[src/rtl/stopwatch_lap.sv]
// Up/down hh:mm:ss.cc stopwatch driven by a clock-enable tick, with sticky
// overflow/expiry flags and a first-word-fall-through lap-capture FIFO.
module stopwatch_lap #(
    parameter int CLK_HZ    = 50000000,
    parameter int TICK_HZ   = 100,
    parameter int HOUR_MAX  = 24,
    parameter int LAP_DEPTH = 4
) (
    input  logic                         clock,
    input  logic                         reset,
    input  logic                         run,
    input  logic                         clear,
    input  logic                         load,
    input  logic                         mode_down,
    input  logic [5:0]                   load_hour,
    input  logic [5:0]                   load_minute,
    input  logic [5:0]                   load_second,
    input  logic [6:0]                   load_msec,
    input  logic                         lap,
    input  logic                         lap_rd,
    output logic [5:0]                   hour,
    output logic [5:0]                   minute,
    output logic [5:0]                   second,
    output logic [6:0]                   m_sec,
    output logic                         overflow,
    output logic                         expired,
    output logic                         lap_valid,
    output logic                         lap_full,
    output logic                         lap_lost,
    output logic [$clog2(LAP_DEPTH):0]   lap_count,
    output logic [24:0]                  lap_time
);

    localparam int DIV   = CLK_HZ / TICK_HZ;
    localparam int DIV_W = $clog2(DIV);
    localparam int PTR_W = $clog2(LAP_DEPTH);
    localparam int CNT_W = PTR_W + 1;

    localparam logic [DIV_W-1:0] DIV_TOP  = DIV_W'(DIV - 1);
    localparam logic [5:0]       HOUR_TOP = 6'(HOUR_MAX - 1);
    localparam logic [CNT_W-1:0] DEPTH_C  = CNT_W'(LAP_DEPTH);

    logic [DIV_W-1:0] div_cnt;
    logic             tick;

    logic [5:0] up_hour, up_min, up_sec;
    logic [6:0] up_msec;
    logic       up_wrap;
    logic [5:0] dn_hour, dn_min, dn_sec;
    logic [6:0] dn_msec;
    logic       at_zero;
    logic       dn_zero;

    logic [24:0]      lap_mem [LAP_DEPTH];
    logic [PTR_W-1:0] wr_ptr;
    logic [PTR_W-1:0] rd_ptr;
    logic             push;
    logic             pop;

    assign tick = run && (div_cnt == DIV_TOP);

    always_ff @(posedge clock) begin
        if (reset || clear || load) begin
            div_cnt <= '0;
        end else if (run) begin
            div_cnt <= tick ? '0 : div_cnt + DIV_W'(1);
        end
    end

    // Up-count successor: every carry resolves combinationally, so the
    // registers never hold 100 centiseconds or 60 seconds/minutes.
    always_comb begin
        up_hour = hour;
        up_min  = minute;
        up_sec  = second;
        up_msec = m_sec;
        up_wrap = 1'b0;
        if (m_sec == 7'd99) begin
            up_msec = 7'd0;
            if (second == 6'd59) begin
                up_sec = 6'd0;
                if (minute == 6'd59) begin
                    up_min = 6'd0;
                    if (hour == HOUR_TOP) begin
                        up_hour = 6'd0;
                        up_wrap = 1'b1;
                    end else begin
                        up_hour = hour + 6'd1;
                    end
                end else begin
                    up_min = minute + 6'd1;
                end
            end else begin
                up_sec = second + 6'd1;
            end
        end else begin
            up_msec = m_sec + 7'd1;
        end
    end

    always_comb begin
        at_zero = (hour == 6'd0) && (minute == 6'd0) && (second == 6'd0) && (m_sec == 7'd0);
        dn_hour = hour;
        dn_min  = minute;
        dn_sec  = second;
        dn_msec = m_sec;
        if (!at_zero) begin
            if (m_sec == 7'd0) begin
                dn_msec = 7'd99;
                if (second == 6'd0) begin
                    dn_sec = 6'd59;
                    if (minute == 6'd0) begin
                        dn_min  = 6'd59;
                        dn_hour = hour - 6'd1;
                    end else begin
                        dn_min = minute - 6'd1;
                    end
                end else begin
                    dn_sec = second - 6'd1;
                end
            end else begin
                dn_msec = m_sec - 7'd1;
            end
        end
        dn_zero = (dn_hour == 6'd0) && (dn_min == 6'd0) && (dn_sec == 6'd0) && (dn_msec == 7'd0);
    end

    always_ff @(posedge clock) begin
        if (reset || clear) begin
            hour     <= '0;
            minute   <= '0;
            second   <= '0;
            m_sec    <= '0;
            overflow <= 1'b0;
            expired  <= 1'b0;
        end else if (load) begin
            hour     <= (load_hour > HOUR_TOP) ? HOUR_TOP : load_hour;
            minute   <= (load_minute > 6'd59) ? 6'd59 : load_minute;
            second   <= (load_second > 6'd59) ? 6'd59 : load_second;
            m_sec    <= (load_msec > 7'd99) ? 7'd99 : load_msec;
            overflow <= 1'b0;
            expired  <= 1'b0;
        end else if (tick) begin
            if (mode_down) begin
                hour   <= dn_hour;
                minute <= dn_min;
                second <= dn_sec;
                m_sec  <= dn_msec;
                if (dn_zero) begin
                    expired <= 1'b1;
                end
            end else begin
                hour   <= up_hour;
                minute <= up_min;
                second <= up_sec;
                m_sec  <= up_msec;
                if (up_wrap) begin
                    overflow <= 1'b1;
                end
            end
        end
    end

    // Lap handshake: lap is a push request accepted when the FIFO has room
    // or a pop happens in the same cycle; lap_rd pops only while lap_valid=1.
    assign pop  = !clear && lap_rd && lap_valid;
    assign push = !clear && lap && (!lap_full || pop);

    always_ff @(posedge clock) begin
        if (push) begin
            lap_mem[wr_ptr] <= {hour, minute, second, m_sec};
        end
    end

    always_ff @(posedge clock) begin
        if (reset || clear) begin
            wr_ptr    <= '0;
            rd_ptr    <= '0;
            lap_count <= '0;
            lap_lost  <= 1'b0;
        end else begin
            if (push) begin
                wr_ptr <= wr_ptr + PTR_W'(1);
            end
            if (pop) begin
                rd_ptr <= rd_ptr + PTR_W'(1);
            end
            if (push && !pop) begin
                lap_count <= lap_count + CNT_W'(1);
            end else if (pop && !push) begin
                lap_count <= lap_count - CNT_W'(1);
            end
            if (lap && lap_full && !pop) begin
                lap_lost <= 1'b1;
            end
        end
    end

    assign lap_valid = (lap_count != '0);
    assign lap_full  = (lap_count == DEPTH_C);
    assign lap_time  = lap_mem[rd_ptr];

endmodule

[config.mk]
export PLATFORM = sky130hd
export DESIGN_NAME = stopwatch_lap
export DESIGN_NICKNAME = d
export VERILOG_FILES = /design/src/rtl/stopwatch_lap.sv
export SDC_FILE = /design/constraint.sdc
export NUM_CORES = 1
export LEC_CHECK = 0
export ABC_AREA = 1
export CAP_MARGIN = 30
export CORE_UTILIZATION = 55
export CTS_CLUSTER_DIAMETER = 50
export DETAILED_ROUTE_END_ITERATION = 6
export PLACE_DENSITY = 0.78
export SYNTH_ARGS = -nofsm -noshare
export SYNTH_HDL_FRONTEND = slang
export SYNTH_SLANG_ARGS = --single-unit
[constraint.sdc]
create_clock -name clock -period 5.4 [get_ports clock]
set_input_delay 1.62 -clock clock [delete_from_list [all_inputs] [get_ports clock]]
set_output_delay 1.62 -clock clock [all_outputs]
set_load 0.01 [all_outputs]
==> results.md, run 1 <==
- The flow ran to the end, and the final reports show no timing, DRC or antenna violations.
- By area the synthesized netlist is led by edfxtp_1 (37%), dfxtp_1 (14%), nand2_1 (6.5%).
- The setup fix buffers added after clock tree synthesis is 0.
- The final setup TNS is 0 ns.
- The effective utilization at floorplan is 57.20%.
- The TritonCTS clock tree is yes.
- The initial antenna violation count is 0.
- The die covers around 0.015 mm2.
- In this run the worst path has a maximum fanout of 26.
- The top cell type by area accounts for between 30% and 40% of the synthesized area.
- After detailed routing, the number of vias per cell comes to 5.641.
- Global routing used a little over a quarter of the available tracks.
- After filler insertion, the fill cell instance count of the layout stands at 1,124.
- The standard cell core area is approximately 0.014 mm2.
- Summing the sequential cell areas from Yosys gives between 50 and 60% of the chip area.
- The setup path with the least slack is of type reg2out.
- The number of H-tree levels is 4.
- The total of hold buffers inserted after clock tree synthesis is 0.
- The total of endpoints with negative setup slack in the final report is 0.
- The final wirelength is ~19,000 um.
- The time the worst path needs with I/O delays and setup is ~4.2 ns.
- The leading area contributor after synthesis is edfxtp_1.
- Summed over all cells, the static leakage comes to 0.003553 uW.
- The synthesized design contains 100 enable-type register cells.
- The max-slew violation count came to 0.
- The number of warnings issued by yosys is 0.
- The DRC violations left is 0.
- The clock-pin transition on the worst setup and hold timing paths is 0.06 ns.
- Input and output buffers added on the ports amount to 90.
- In the final layout, the multi-input gates occupy between 0.003 and 0.004 mm2.
- When the netlist entered floorplanning its net count stood at between 900 and 1,000.
- In this run the cell area measured after placement is approximately 0.0091 mm2.
- The number of buffers on the longest clock path is 2.
- Buffers inserted during clock tree synthesis total 17.
- The global-route wire length before repair is just over 30,000 um.
- Yosys instantiated no cell more often than nand2_1.
- The final standard cell area without fillers is around 0.0097 mm2.
- Dividing the synthesized area by the synthesized cell count gives approximately 8.7 um2.
- Setup repair after global routing left no endpoint under its margin.
- Timing would allow up to between 0.2 and 0.25 GHz.
- In the synthesized netlist, the number of instances is 923.
- The layout overhead on the synthesized area is 20.02%.
- The proportion of synthesized flip-flops having asynchronous set or reset is 0%.
- In this run, synthesis produced a sequential element count of about 160.
- STA classifies the critical path endpoint as a primary output.
- The number of global-route vias before repair is 6,166.
- Across all setup checks in the final design, the least slack found is about 1.2 ns.
- The number of top-level pins is around 90.
- In this run the power density over the cells is 294.4 mW/mm2.
- The data arrival time at the worst-slack endpoint is ~2.5 ns.
- The post-cts resize count is 0.
- In the final layout, flip-flops and latches occupy approximately 0.0041 mm2.
- The floorplan has 43 rows.
- The cell area that synthesis handed to floorplanning was between 0.008 and 0.009 mm2.
- Dividing the detail-routed wire length by the instance count gives 16.00 um.
- The slew at the pin closest to its max-slew limit is about 0.75 ns.
- The worst hold slack across all endpoints is ~0.47 ns.
- The kind of launch point of the worst setup path is a flop.
- Headroom to the max-slew limit came out at roughly half.
- The pin count of the biggest net entering global routing is ~50.
- The final route contains about 6,800 vias.
- The count of nets left with antenna violations once routing finished came out at 0.
- In the synthesized netlist the dominant register cell turns out to be edfxtp_1.
- The final HPWL from detailed placement is ~13,000 um.
- At the later pin of the worst-skew pair, clock insertion delay measures approximately 0.43 ns.
- The tool flagged a number of max-cap violations equal to 0.
- The post-place setup slack is between 1 and 1.5 ns.
- The worst-case IR drop observed on VDD is 0.1992 mV.
- Measured along the y axis, the die boundary spans between 100 and 150 um.
- The final critical path takes up around 77% of the cycle.
- The repair_antennas step left the layout with diodes totalling 0.
- On the final layout, the worst clock skew is between 0.01 and 0.015 ns.
- The residual overflow from global routing is 0.
- The cell at the root of the clock tree is clkbuf_16.
- The floorplan step set the die width to between 100 and 150 um.
- The final layout net count is about 1,100.
- The number of search-and-repair iterations in the first detailed-routing pass is 5.
- At the end of routability-driven placement, the weighted congestion stood at 0.9158.
- The worst hold path belongs to the class reg2reg.
- The data required time of the critical path is 3.78 ns.
- Counting every sink on the clock net gives ~160.
- The commonest cells after synthesis are nand2_1 (140), nor2_1 (122), edfxtp_1 (100), o21ai_0 (96), inv_1 (83).
- The hold violation total from the final report is 0.
- After synthesis, the netlist uses 49 different library cells.
- In the final layout, the share of cells above drive strength 1 is roughly 8.2%.
- In this run, the number of DRC markers left after iteration 0 of detailed routing was between 600 and 700.
area by class of cell:
| class | instances | area share, % |
|---|---|---|
| multi-input cells | 638 | 35.30 |
| inverters | 94 | 3.698 |
| well taps | 180 | 2.327 |
| repair buffers | 102 | 10.24 |
| flip-flops and latches | 156 | 42.62 |
| clock buffers | 18 | 4.435 |
| clock inverters | 14 | 1.383 |
through the flow:
stage          power (uW)  util, %  std cells
6_report             2849    68.65       1202
5_1_grt              2951    68.65       1202
4_1_cts              2856    68.65       1202
3_5_place_dp         1734    64.65       1170
3_3_place_gp         1729    64.65       1170
2_1_floorplan        1598        -        923
flip-flops by register name (all words and copies together), names as in the netlist, named ones only:
name       flops
m_sec          7
wr_ptr         2
div_cnt       19
expired        1
overflow       1
minute         6
second         6
lap_mem      100
lap_count      3
rd_ptr         2
lap_lost       1
hour           6
final timing paths:
kind	startpoint	to	slack (ns)	cells after the start
min	rd_ptr[1]$_SDFFE_PP0P_	rd_ptr[1]$_SDFFE_PP0P_	0.47	2
max	flop	lap_time[22]	1.25	5
min reg2reg	rd_ptr[1]$_SDFFE_PP0P_	rd_ptr[1]$_SDFFE_PP0P_	0.47	2
max reg2reg	m_sec[0]$_SDFFE_PP0P_	expired$_SDFFE_PP0P_	2.78	12
worst max-delay path, stage by stage, from the launching register on:
cell and delay [ns]:
dfxtp_1 0.30, buf_4 0.22, inv_1 0.59, o21ai_0 0.21, o22ai_1 0.22, clkdlybuf4s50_1 0.58
kinds of logic (layout without fill, tap and decap cells):
| family | Yosys count | count (layout) | share of synthesized area, % |
|---|---|---|---|
| buf+inv | 129 | 228 | 6.611 |
| flops | 156 | 156 | 51.15 |
| compound gates | 222 | 222 | 15.04 |
| simple gates | 375 | 375 | 21.87 |
| fa+ha+maj | 17 | 17 | 2.731 |
| xor+xnor | 24 | 24 | 2.607 |
where the power goes:
part	switching, uW	internal (uW)
sequential	32.2	1290
clock	489	644
combinational	241	153
cell usage in the layout (no fill, tap or decap), types with 2 or more instances in the layout:
cell and count:
nand2_1 140, nor2_1 118, edfxtp_1 100, o21ai_0 96, clkdlybuf4s50_1 90, inv_1 83
a21oi_1 60, dfxtp_1 56, nand3_1 49, o22ai_1 35, xor2_1 22, clkbuf_16 17
ha_1 16, nor3_1 14, nand4_1 14, buf_4 12, o21ai_1 10, nor2_2 8
nor2_4 8, inv_2 6, a31oi_1 5, inv_6 5, clkinv_1 4, nand3_4 4
nand3b_1 4, nand3_2 3, nand2_4 3, nand2_2 3, o211ai_1 3, o221ai_1 3
o21a_1 3, inv_4 2, xnor2_1 2, nor2_8 2, clkinv_2 2, clkinvlp_4 2
inv_8 2
routing by layer:
metal	wire [um]	track usage, %	vias up
li1	-	-	3351
met1	8313	34.75	3134
met2	9356	44.73	259
met3	1190	4.982	36
met4	367	9.036	0
met5	0	0	-
No activity file was read; power rests on OpenSTA's default activity.
==> run 2: changes to the inputs <==
==> constraint.sdc (replaced) <==
create_clock -name clock -period 3.9 [get_ports clock]
set_input_delay 1.17 -clock clock [delete_from_list [all_inputs] [get_ports clock]]
set_output_delay 1.17 -clock clock [all_outputs]
set_load 0.01 [all_outputs]
==> run 2 against run 1 <==
Against the previous run: register-to-register slack got worse by 1.5 ns; critical path depth stayed put; worst setup slack lost 0.75 ns; clock-buffer cell count up 7; power is 37% higher; global-route usage up 0.88 points; wire length is 2.4% higher; clock skew decreased by 0.0047 ns; sequential power increased by 39%; final cell count up 0.25%; core utilization up 0.12 points; critical endpoint is now lap_time[3].
==> results.md, run 2 (same netlist as run 1, synthesis figures left out) <==
- The flow ran to the end, and the final reports show no timing, DRC or antenna violations.
- The portion of the clock cycle consumed by the worst path in the final layout is approximately 87%.
- The headroom to the max-slew limit is 60.68% (+11 points).
- The number of clock buffers inserted by TritonCTS came to 17 (unchanged).
- The DRC violations left is 0 (unchanged).
- The final antenna diode count is 0 (unchanged).
- The depth of the worst register-to-register path was 12 (unchanged).
- The terminating pin of the worst hold path is rd_ptr[1]$_SDFFE_PP0P_.
- The slew at the pin closest to its max-slew limit is 0.5890 ns (-0.1651 ns).
- The kind of launch point of the worst setup path is a flop.
- The final wirelength is 19,680 um (+2.4%).
- The final HPWL from detailed placement is 13,100 um (+1.5%).
- Counting I/O delays and the setup requirement, the final critical path takes ~3.4 ns.
- The detailed-route via count is 6,888 (+1.6%).
- The area growth from synthesis to layout is 20.24%.
- The final layout net count is 1,062 (+0.28%).
- The largest stage delay on the critical path is 0.58 ns (about the same).
- The power per cell area is 403.7 mW/mm2 (+37%).
- The clock insertion delay at the later pin of the skew report is 0.42 ns (about the same).
- The signal on the critical path passes through inv_1 -> buf_12 -> o21ai_0 -> o22ai_1 -> clkdlybuf4s50_1.
- The area occupied by multi-input gates is 0.003416 mm2 (unchanged).
- The worst ir drop on vdd is 0.2813 mV (+41%).
- The number of search-and-repair iterations in the first detailed-routing pass is 6 (+1).
- The clock-pin transition on the worst setup and hold timing paths is 0.06 ns (about the same).
- The total number of clock tree sinks is 156 (unchanged).
- The initial antenna violation count came to 0 (unchanged).
- The reported leakage power is 0.003566 uW (+0.37%).
- The master of the slowest instance on the critical path is clkdlybuf4s50_1.
- In the final layout, the registers with the most flip-flops are lap_mem (100), div_cnt (19), m_sec (7).
- The chip width was 123.1 um (unchanged).
- The fraction of final layout cells with drive strength greater than 1 came to 8.098% (-0.12 points).
- Derived from the worst setup path, the maximum achievable clock frequency is 0.2943 GHz.
- The area used by sequential logic in the layout is 0.004124 mm2 (unchanged).
- The final weighted congestion of routability-driven global placement is 0.9185 (+0.29%).
- The register-to-register setup slack is 1.32 ns (-1.46 ns).
- The TritonCTS clock tree is yes.
- The average wire length per cell after detail routing was 16.34 um (+2.1%).
- The number of max-capacitance violations reported is 0 (unchanged).
- The standard cell core area is 0.01410 mm2 (unchanged).
- The endpoint kind of the worst setup timing path is a primary output.
- The die span in y came to 123.1 um (unchanged).
- The final setup TNS is 0 ns (unchanged).
- The total routing usage reported by global routing is 27.54% (+0.88 points).
- The top register by number of flip-flops is lap_mem.
- The total of endpoints with negative setup slack in the final report came to 0 (unchanged).
- The flip-flop count of the largest register, all copies and words added is 100 (unchanged).
- The residual overflow from global routing is 0 (unchanged).
- The final antenna-violating net count is 0 (unchanged).
- The startpoint of the worst register-to-register path is m_sec[0]$_SDFFE_PP0P_.
- The number of buffers on the longest clock path is 2 (unchanged).
- The data arrival time at the worst-slack endpoint is 2.23 ns (-0.30 ns).
- The final standard cell area without fillers is 0.009694 mm2 (+0.18%).
- The worst min-delay path category is reg2reg.
- In the layout the commonest cells are nand2_1 (140), nor2_1 (118), edfxtp_1 (100).
- The global-route wire length before repair is 31,580 um (+3.3%).
- The worst hold slack across all endpoints was 0.4683 ns (-0.003012 ns).
- The startpoint-to-endpoint class of the critical path is reg2out.
- The vias per cell is 5.716 (+1.3%).
- The startpoint identified for the worst hold timing path is rd_ptr[1]$_SDFFE_PP0P_.
- The post-cts resize count was 0 (unchanged).
- The placed instance area came to 0.009149 mm2 (+0.38%).
- Setup repair after global routing left no endpoint under its margin.
- The first-iteration detailed-routing DRC count was 742 (+12%).
- The floorplan die area is 0.01515 mm2 (unchanged).
- The setup fix buffers added after clock tree synthesis is 0 (unchanged).
- The critical register-to-register path endpoint is expired$_SDFFE_PP0P_.
- The number of rows created at floorplan is 43 (unchanged).
- The effective utilization at floorplan is 57.20% (unchanged).
- The pin count of the biggest net entering global routing was 51 (unchanged).
- The number of top-level pins came to 91 (unchanged).
- The total of hold buffers inserted after clock tree synthesis is 0 (unchanged).
- The max-slew violation count came to 0 (unchanged).
- The number of stages on the worst hold path is 2 (unchanged).
- The largest driver fanout on the critical path is 38 (+46%).
- The final setup skew is 0.007714 ns (-0.004736 ns).
- The library cell used most frequently in the layout, excluding fill and tap cells, is nand2_1.
- The hold violation total from the final report is 0 (unchanged).
- The cell at the root of the clock tree is clkbuf_16.
- The data required time of the critical path is 2.73 ns (-1.05 ns).
- The total of buffers placed on input and output ports was 90 (unchanged).
- The fill cell total of the finished layout is 1,135 (+0.98%).
- The number of H-tree levels was 4 (unchanged).
- The number of global-route vias before repair came to 6,437 (+4.4%).
## run 2: how the worst max path moves through the flow
| stage | endpoint | from | slack (ns) |
|---|---|---|---|
| after floorplan | lap_mem[0][0]$_DFFE_PP_ | clear | 0.76 |
| after global placement | lap_count[2]$_SDFFE_PP0P_ | clear | 0.56 |
| after detailed placement | lap_count[1]$_SDFFE_PP0P_ | clear | 0.46 |
| after CTS | lap_time[3] | flop | 0.47 |
| after global routing | lap_time[2] | flop | 0.36 |
| final | lap_time[3] | flop | 0.50 |
## run 2: critical path, delay by kind of cell, from the launching register on
family / cells / cell delay, ns
AO/OA/AOI/OAI: 2 / 0.34
buffers and inverters: 3 / 1.16
flip-flops: 1 / 0.31
## run 2: area by class of cell
class                           count  share of cell area, %
Sequential cell                   156                  42.54
Multi-Input combinational cell    638                  35.23
Timing Repair Buffer              105                  10.58
Clock buffer                       25                  4.904
Inverter                           94                  3.691
Tap cell                          180                  2.323
Clock inverter                      7                 0.7228
## run 2: power breakdown
group / switching, uW / total, uW / internal (uW)
clock network: 616 / 1530 / 912
logic: 342 / 556 / 214
registers: 43.3 / 1830 / 1790
## run 2: metrics by stage
| step | instances | setup WS (ns) | power, uW | util, % |
|---|---|---|---|---|
| 5_1_grt | 1205 | 0.3583 | 4063 | 68.77 |
| 6_report | 1205 | 0.5023 | 3914 | 68.77 |
| 4_1_cts | 1205 | 0.4654 | 3927 | 68.77 |
| 2_1_floorplan | 923 | 0.7576 | 2213 | - |
| 3_3_place_gp | 1173 | 0.5648 | 2399 | 64.90 |
| 3_5_place_dp | 1173 | 0.4590 | 2406 | 64.90 |
## run 2: layer usage
metal | global-route usage (%) | part of all wire [%] | up-vias
met5 | 0 | 0 | -
met4 | 10.54 | 2.2 | 0
li1 | - | - | 3364
met3 | 4.935 | 6.8 | 44
met1 | 34.95 | 42 | 3185
met2 | 46.88 | 49 | 295
